## src/rtl/ysyx_22050019_bus_pkg.sv

```systemverilog
// Shared encodings for the memory read arbiter: FSM states, owner ids and
// AXI response codes.
package ysyx_22050019_bus_pkg;

   localparam int unsigned STATE_W = 2;

   // Arbiter FSM states
   localparam logic [STATE_W-1:0] S_IDLE = 2'd0;
   localparam logic [STATE_W-1:0] S_AR   = 2'd1;
   localparam logic [STATE_W-1:0] S_R    = 2'd2;

   // Owner encoding; also the bit index of each master in req/grant vectors
   localparam logic OWN_I = 1'b0;
   localparam logic OWN_D = 1'b1;

   // AXI response status codes
   localparam logic [1:0] OKAY   = 2'b00;
   localparam logic [1:0] SLVERR = 2'b10;
   localparam logic [1:0] DECERR = 2'b11;

endpackage

```

## src/rtl/ysyx_22050019_rr_arb2.sv

```systemverilog
// Two-way round-robin grant logic.
// Ports:
//   req_i        request vector, bit 0 = icache, bit 1 = dcache
//   last_owner_i master granted most recently (OWN_I / OWN_D)
//   gnt_o        one-hot grant, all zero when nothing requests
module ysyx_22050019_rr_arb2
   import ysyx_22050019_bus_pkg::*;
(
   input  logic [1:0] req_i,
   input  logic       last_owner_i,
   output logic [1:0] gnt_o
);

   // On conflict the master that did not win last time takes the grant
   always_comb begin
      gnt_o = 2'b00;
      unique case (req_i)
         2'b01:   gnt_o = 2'b01;
         2'b10:   gnt_o = 2'b10;
         2'b11:   gnt_o = (last_owner_i == OWN_D) ? 2'b01 : 2'b10;
         default: gnt_o = 2'b00;
      endcase
   end

endmodule

```

## src/rtl/ysyx_22050019_mem_arbiter.sv

```systemverilog
// Two-master read arbiter: shares one single-beat AR/R memory port between the
// icache refill port (i_*) and the dcache refill/uncached-load port (d_*).
// One transaction outstanding at a time, round-robin on conflict, the R beat
// is routed back to the master that issued the AR.
// Ports:
//   clk, rst                 clock, asynchronous active-low reset
//   i_ar_*, i_r_*            icache request / response channels
//   d_ar_*, d_r_*            dcache request / response channels
//   m_ar_*, m_r_*            downstream memory request / response channels
module ysyx_22050019_mem_arbiter
   import ysyx_22050019_bus_pkg::*;
#(
   parameter int unsigned ADDR_WIDTH = 32,
   parameter int unsigned DATA_WIDTH = 64
) (
   input  logic                  clk,
   input  logic                  rst,

   input  logic                  i_ar_valid,
   output logic                  i_ar_ready,
   input  logic [ADDR_WIDTH-1:0] i_ar_addr,
   output logic                  i_r_valid,
   input  logic                  i_r_ready,
   output logic [1:0]            i_r_resp,
   output logic [DATA_WIDTH-1:0] i_r_data,

   input  logic                  d_ar_valid,
   output logic                  d_ar_ready,
   input  logic [ADDR_WIDTH-1:0] d_ar_addr,
   output logic                  d_r_valid,
   input  logic                  d_r_ready,
   output logic [1:0]            d_r_resp,
   output logic [DATA_WIDTH-1:0] d_r_data,

   output logic                  m_ar_valid,
   input  logic                  m_ar_ready,
   output logic [ADDR_WIDTH-1:0] m_ar_addr,
   input  logic                  m_r_valid,
   output logic                  m_r_ready,
   input  logic [1:0]            m_r_resp,
   input  logic [DATA_WIDTH-1:0] m_r_data
);

   logic [STATE_W-1:0]    state_q, state_d;
   logic                  owner_q, owner_d;
   logic                  last_owner_q, last_owner_d;
   logic                  ar_valid_q, ar_valid_d;
   logic [ADDR_WIDTH-1:0] ar_addr_q, ar_addr_d;

   logic [1:0]            gnt;
   logic                  win;
   logic                  in_idle;
   logic                  in_r;

   ysyx_22050019_rr_arb2 u_rr_arb2 (
      .req_i        ({d_ar_valid, i_ar_valid}),
      .last_owner_i (last_owner_q),
      .gnt_o        (gnt)
   );

   // Gating with rst keeps every ready/valid low for the whole reset window,
   // not just from the clearing of the state register onwards.
   assign in_idle = rst && (state_q == S_IDLE);
   assign in_r    = rst && (state_q == S_R);
   assign win     = gnt[1] ? OWN_D : OWN_I;

   // Request acceptance
   assign i_ar_ready = in_idle && gnt[0];
   assign d_ar_ready = in_idle && gnt[1];

   // Response routing: data/resp fan out to both, only valid is steered
   assign i_r_valid = in_r && (owner_q == OWN_I) && m_r_valid;
   assign d_r_valid = in_r && (owner_q == OWN_D) && m_r_valid;
   assign m_r_ready = in_r && ((owner_q == OWN_D) ? d_r_ready : i_r_ready);
   assign i_r_data  = m_r_data;
   assign d_r_data  = m_r_data;
   assign i_r_resp  = m_r_resp;
   assign d_r_resp  = m_r_resp;

   assign m_ar_valid = ar_valid_q;
   assign m_ar_addr  = ar_addr_q;

   // Next-state logic
   always_comb begin
      state_d      = state_q;
      owner_d      = owner_q;
      last_owner_d = last_owner_q;
      ar_valid_d   = ar_valid_q;
      ar_addr_d    = ar_addr_q;
      unique case (state_q)
         S_IDLE: begin
            if (|gnt) begin
               owner_d      = win;
               last_owner_d = win;
               ar_valid_d   = 1'b1;
               ar_addr_d    = gnt[1] ? d_ar_addr : i_ar_addr;
               state_d      = S_AR;
            end
         end
         S_AR: begin
            if (m_ar_ready) begin
               ar_valid_d = 1'b0;
               state_d    = S_R;
            end
         end
         S_R: begin
            if (m_r_valid && m_r_ready) begin
               state_d = S_IDLE;
            end
         end
         default: begin
            ar_valid_d = 1'b0;
            state_d    = S_IDLE;
         end
      endcase
   end

   // State registers; reset leaves last_owner at D so I wins the first conflict
   always_ff @(posedge clk or negedge rst) begin
      if (!rst) begin
         state_q      <= S_IDLE;
         owner_q      <= OWN_I;
         last_owner_q <= OWN_D;
         ar_valid_q   <= 1'b0;
         ar_addr_q    <= '0;
      end else begin
         state_q      <= state_d;
         owner_q      <= owner_d;
         last_owner_q <= last_owner_d;
         ar_valid_q   <= ar_valid_d;
         ar_addr_q    <= ar_addr_d;
      end
   end

endmodule

```

## config.mk

```make
export PLATFORM = sky130hd
export DESIGN_NAME = ysyx_22050019_mem_arbiter
export DESIGN_NICKNAME = d
export VERILOG_FILES = /design/src/rtl/ysyx_22050019_bus_pkg.sv /design/src/rtl/ysyx_22050019_rr_arb2.sv /design/src/rtl/ysyx_22050019_mem_arbiter.sv
export SDC_FILE = /design/constraint.sdc
export NUM_CORES = 1
export LEC_CHECK = 0
export BUFFER_PORTS_ARGS = -buffer_cell sky130_fd_sc_hd__buf_2
export CORE_AREA = 8 8 144 79
export DETAILED_ROUTE_END_ITERATION = 8
export DIE_AREA = 0 0 152 87
export GPL_TIMING_DRIVEN = 0
export HOLD_SLACK_MARGIN = 0.15
export PLACE_DENSITY = 0.77
export SYNTH_ARGS = -nofsm -noshare
export SYNTH_HDL_FRONTEND = slang
export SYNTH_SLANG_ARGS = --single-unit
```

## constraint.sdc

```tcl
create_clock -name clk -period 1.35 [get_ports clk]
set_input_delay 0.0675 -clock clk [delete_from_list [all_inputs] [get_ports clk]]
set_output_delay 0.0675 -clock clk [all_outputs]
set_load 0.01 [all_outputs]
```

== Yosys cells after proc, flatten, opt, wreduce, memory -nomap -nowiden ==
Cells that the tools add are included.

* Register bits after elaboration: 37
* Bits in latches: 0
* RAM bits: 0
* Memory bits (read-only): 0
* Input port bits: 138
* Output and inout port bits: 170
* Memories kept: 0

* Add/subtract/negate cells: 0
* Multipliers: 0
* Divide/modulo/power cells: 0
* Order comparisons: 0
* Equality and inequality tests: 8
* Shift-type cells: 0
* Multiplexer cells: 12
* Bitwise operators: 2
* Reductions and logical operators: 15

{| class="wikitable"
|+ Operators by type and width
! cell !! count
|-
| $mux W32 || 1
|-
| $pmux W2 S3 || 2
|-
| $logic_and A1 B1 Y1 || 10
|-
| $mux W2 || 4
|-
| $eq A2 B2 Y1 const B || 3
|-
| $reduce_and A3 Y1 || 2
|-
| $eq A2 B1 Y1 const B || 2
|-
| $mux W1 || 4
|-
| $ne A2 B1 Y1 const B || 2
|-
| $pmux W1 S3 || 1
|-
| $logic_not A2 Y1 || 1
|-
| $ne A2 B2 Y1 const B || 1
|-
| $not A1 Y1 || 2
|-
| $reduce_and A2 Y1 || 1
|-
| $reduce_or A2 Y1 || 1
|}

== Longest topological paths before layout ==
* Word-level depth: 6
* Depth in mapped cells: 5

== Modules after synthesis ==
A second synthesis with hierarchy kept.

* Cell total of the unflattened synthesis: 267
* Area total of the unflattened synthesis: 2995.4 sq um

{| class="wikitable"
|+ By module, submodules not included
! module !! times used !! cells an instance !! area each (sq um)
|-
| ysyx_22050019_mem_arbiter || 1 || 264 || 2976.6
|-
| ysyx_22050019_rr_arb2 || 1 || 3 || 18.8
|}

== Least setup slack after synthesis ==
OpenSTA, ideal clock, no wires.

* Path type: register to register
* Start point: register last_owner_q
* End point: register ar_addr_q[15] (netlist: m_ar_addr[15])
* Library setup time: 0.095 ns
* Arrival time: 1.166 ns
* Slack: 0.089 ns
* Cell stages (with the launch flop): 6
* Path buffers: 2
* Period minus slack after synthesis: 1.261 ns
* Path through: dfstp_2 > nand2b_1 > buf_4 > buf_4 > a21oi_1 > o31ai_1

* Longest elaborated chain between the ends: 4
* Elaborated cells between the ends (all ways): 5

{| class="wikitable"
|+ RTL lines
! item !! line !! source
|-
| from (decl) || ysyx_22050019_mem_arbiter.sv:46 || <nowiki>logic last_owner_q, last_owner_d;</nowiki>
|-
| from (signal assigned) || ysyx_22050019_mem_arbiter.sv:129 || <nowiki>last_owner_q <= last_owner_d;</nowiki>
|-
| $mux W2 (*) || ysyx_22050019_rr_arb2.sv:20 || <nowiki>2'b11: gnt_o = (last_owner_i == OWN_D) ? 2'b01 : 2'b10;</nowiki>
|-
| $pmux W2 S3 (*) || ysyx_22050019_rr_arb2.sv:17 || <nowiki>unique case (req_i)</nowiki>
|-
| $reduce_or A2 Y1 || ysyx_22050019_mem_arbiter.sv:92 || <nowiki>if (|gnt) begin</nowiki>
|-
| $reduce_and A2 Y1 (no line) || -- ||
|-
| to (signal assigned) || ysyx_22050019_mem_arbiter.sv:131 || <nowiki>ar_addr_q <= ar_addr_d;</nowiki>
|-
| to (decl) || ysyx_22050019_mem_arbiter.sv:48 || <nowiki>logic [ADDR_WIDTH-1:0] ar_addr_q, ar_addr_d;</nowiki>
|}

Mark *: on every way between the ends. The rest lies on a longest branch, timed or not.
A chain may end at the register's enable or synchronous reset.

== Worst setup path in the final report ==
* Start point: register last_owner_q
* End point: output port d_ar_ready

* Longest elaborated chain between the ends: 3

{| class="wikitable"
|+ RTL lines
! item !! line !! source
|-
| $mux W2 || ysyx_22050019_rr_arb2.sv:20 ||
|-
| $pmux W2 S3 || ysyx_22050019_rr_arb2.sv:17 ||
|-
| $logic_and A1 B1 Y1 || ysyx_22050019_mem_arbiter.sv:69 || <nowiki>assign d_ar_ready = in_idle && gnt[1];</nowiki>
|-
| to (decl) || ysyx_22050019_mem_arbiter.sv:28 || <nowiki>output logic d_ar_ready,</nowiki>
|}

Every way passes these cells.

==> results.cfg <==
[outcome]
outcome = complete, but fails checks
violations = hold timing, setup timing

[pwr]
switchingPower_w = 0.00287
power.leakage_nw = 2.89
power.total_w = 0.00720
powerDensity_nw_per_um2 = 1340
swShare = 0.398
clkPwrFrac = 0.157
combPwrFrac = 0.565
ir_worst_vdd_mv = 0.795
intPower_w = 0.00434
seq_power_share = 0.278

[final_layout]
areaGrowthSynthToFinish_pct = 85.1
final_common_cell = buf_2
mostFrequentLayoutCells = buf_2 (242), buf_4 (143), dlygate4sd3_1 (65)
num_antenna_cells = 0
finish.utilization = 0.562
drive_above_1_share = 0.654
final_area_sq_um = 5390
final_cells = 797
finalNetCount = 808

[timing]
max_freq_mhz = 688
relSlewSlack = 0.623
fin_crit_ps = 1450
final-max-slew-violation-count = 0
final.setup_skew_ps = 3.90
hold_viol_final = 36
tightest_slew_ps = 566
period_share = 1.08
setup_viol = 26
worst_hold_slack_ps = -219
setup_ws_ps = -104
rsz0062_at_grt = true

[routing]
drt-wirelength-per-cell_um = 17.5
vias_per_cell = 4.44
drc_errors = 0
drt-total-wl_mm = 13.9
drt_first_pass_iters = 4
ant_nets = 0
drt_iter0_drc = 145
vias = 3538

[placement]
place_area_sq_um = 4270
port-buffer-count = 240
gp_congestion = 0.729
dpl_worst_slack_ps = -172
dpl.hpwl_mm = 10.2
place_inst = 711

[die]
fp.dieArea_sq_um = 13200
die_x_um = 152
start_util = 0.303
io-pin-count = 308
die_y_um = 87
fp-row-count = 26
core_sq_um = 9600

[run]
drv_cap = 0

[cts]
ctsHoldBuffers = 65
cts_root_buffer = clkbuf_16
h-tree-depth = 2
cts_buffers = 5
clock-sinks = 37
cts_tree = done
clock_path_buffers = 2
path_clk_slew_ps = 60
clock_latency_ps = 280

[worst_setup_path]
crit_arrival_ps = 1390
cp-start-kind = flop
cp_max_fo = 2
reg2reg_to = m_ar_addr[16]
required_ps = 1280
rr_worst_depth = 6
r2r_setup_slack_ps = -50
r2r_start = last_owner_q
path_class = reg -> out
crit_path_end_kind = output port
startpoint = last_owner_q
endpoint = d_ar_ready

[grt]
grt_pass1_wl_mm = 20.5
first_global_vias = 3689
grt_max_degree = 43
antenna_found_initial = 0
grt_usage = 0.192
overflow = 0

[synthesis]
synth_warnings = 0
synth_cells = 345
synth_nets = 483
ys_types = 26
postSynthAreaPerCell_sq_um = 8.44
ys_seq_elements = 37
ys_seq_area_frac = 0.318
syn_area_sq_um = 2910

[hold_path]
hp-class = in -> async
[cell usage after synthesis, drive strengths merged]
| cell | number | area [sq um] |
|---|---|---|
| a21oi | 32 | 160 |
| dfstp | 1 | 26.3 |
| clkbuf | 6 | 23.8 |
| dfrtp | 36 | 901 |
| mux2i | 1 | 10.0 |
| and3 | 1 | 6.26 |
| inv | 1 | 3.75 |
| o31ai | 32 | 255 |
| o21ai | 36 | 184 |
| buf | 146 | 1100 |
| a21boi | 1 | 18.8 |
| nor2b | 1 | 6.26 |
| nor2 | 38 | 145 |
| nand2 | 7 | 26.3 |
| and4 | 1 | 8.76 |
| nand2b | 1 | 6.26 |
| mux2 | 2 | 22.5 |
| nand3 | 1 | 5.00 |
| or2 | 1 | 6.26 |
[flip-flops by register name, summed over array words and instances (netlist names)]
| name | count |
|---|---|
| state_q | 2 |
| m_ar_addr | 32 |
| last_owner_q | 1 |
| owner_q | 1 |
| m_ar_valid | 1 |
[logic make-up after synthesis]
logic type | share of synthesized area
buffers and inverters | 0.386
AOI/OAI and AO/OA | 0.212
and+or+nand+nor | 0.0722
DFF | 0.318
muxes | 0.0112
[through the flow]
step / TNS, ps / hold slack, ps
finish: -733 / -219
global route: -2430 / -192
CTS: -2600 / -210
detailed placement: -3300 / 272
global placement: -2150 / 256
floorplan: 0 / -228
[critical path: stages (launching register included)]
cell and delay, ps:
dfstp_2 370, buf_6 110, a21boi_4 210, buf_6 140, and3_4 180, buf_6 100
[per-layer routing]
metal	wire length, um	vias to the layer above	track usage
met1	5620	1705	0.221
met3	880	10	0.0564
met2	7370	138	0.356
li1	-	1685	-
met4	70	0	0.0315
met5	0	-	0
[power by group through the flow]
stage | sequential (W) | clock [W] | combinational (W)
after floorplan | 0.00217 | 0 | 0.00169
after global placement | 0.00193 | 0 | 0.00319
after detailed placement | 0.00197 | 0 | 0.00327
after CTS | 0.00195 | 0.00117 | 0.00365
after global routing | 0.00207 | 0.00122 | 0.00439
final | 0.00200 | 0.00113 | 0.00407
[worst min path at each step]
stage,endpoint,slack [ps],depth (start not counted)
2_1_floorplan,m_ar_addr[0],-230,0
3_3_place_gp,m_ar_addr[26],260,1
3_5_place_dp,m_ar_addr[27],270,1
4_1_cts,m_ar_addr[27],-210,1
5_1_grt,m_ar_addr[27],-190,1
6_report,m_ar_addr[27],-220,1
[layout make-up]
class / instances / area (sq um)
Buffer: 150 / 1130
Fill cell: 852 / 4210
Clock inverter: 2 / 10.0
Multi-Input combinational cell: 155 / 990
Clock buffer: 6 / 129
Sequential cell: 37 / 930
Timing Repair Buffer: 320 / 2030
Tap cell: 126 / 158
Inverter: 1 / 3.75
[timing repair]
action,in CTS,in global routing
gates cloned,1,2
resized for setup,18,50
hold endpoints to repair,71,36
setup buffers,7,5
endpoints found under the setup margin,34,38
pin swaps,4,14
Note: power is estimated with default switching activity, not from simulation.
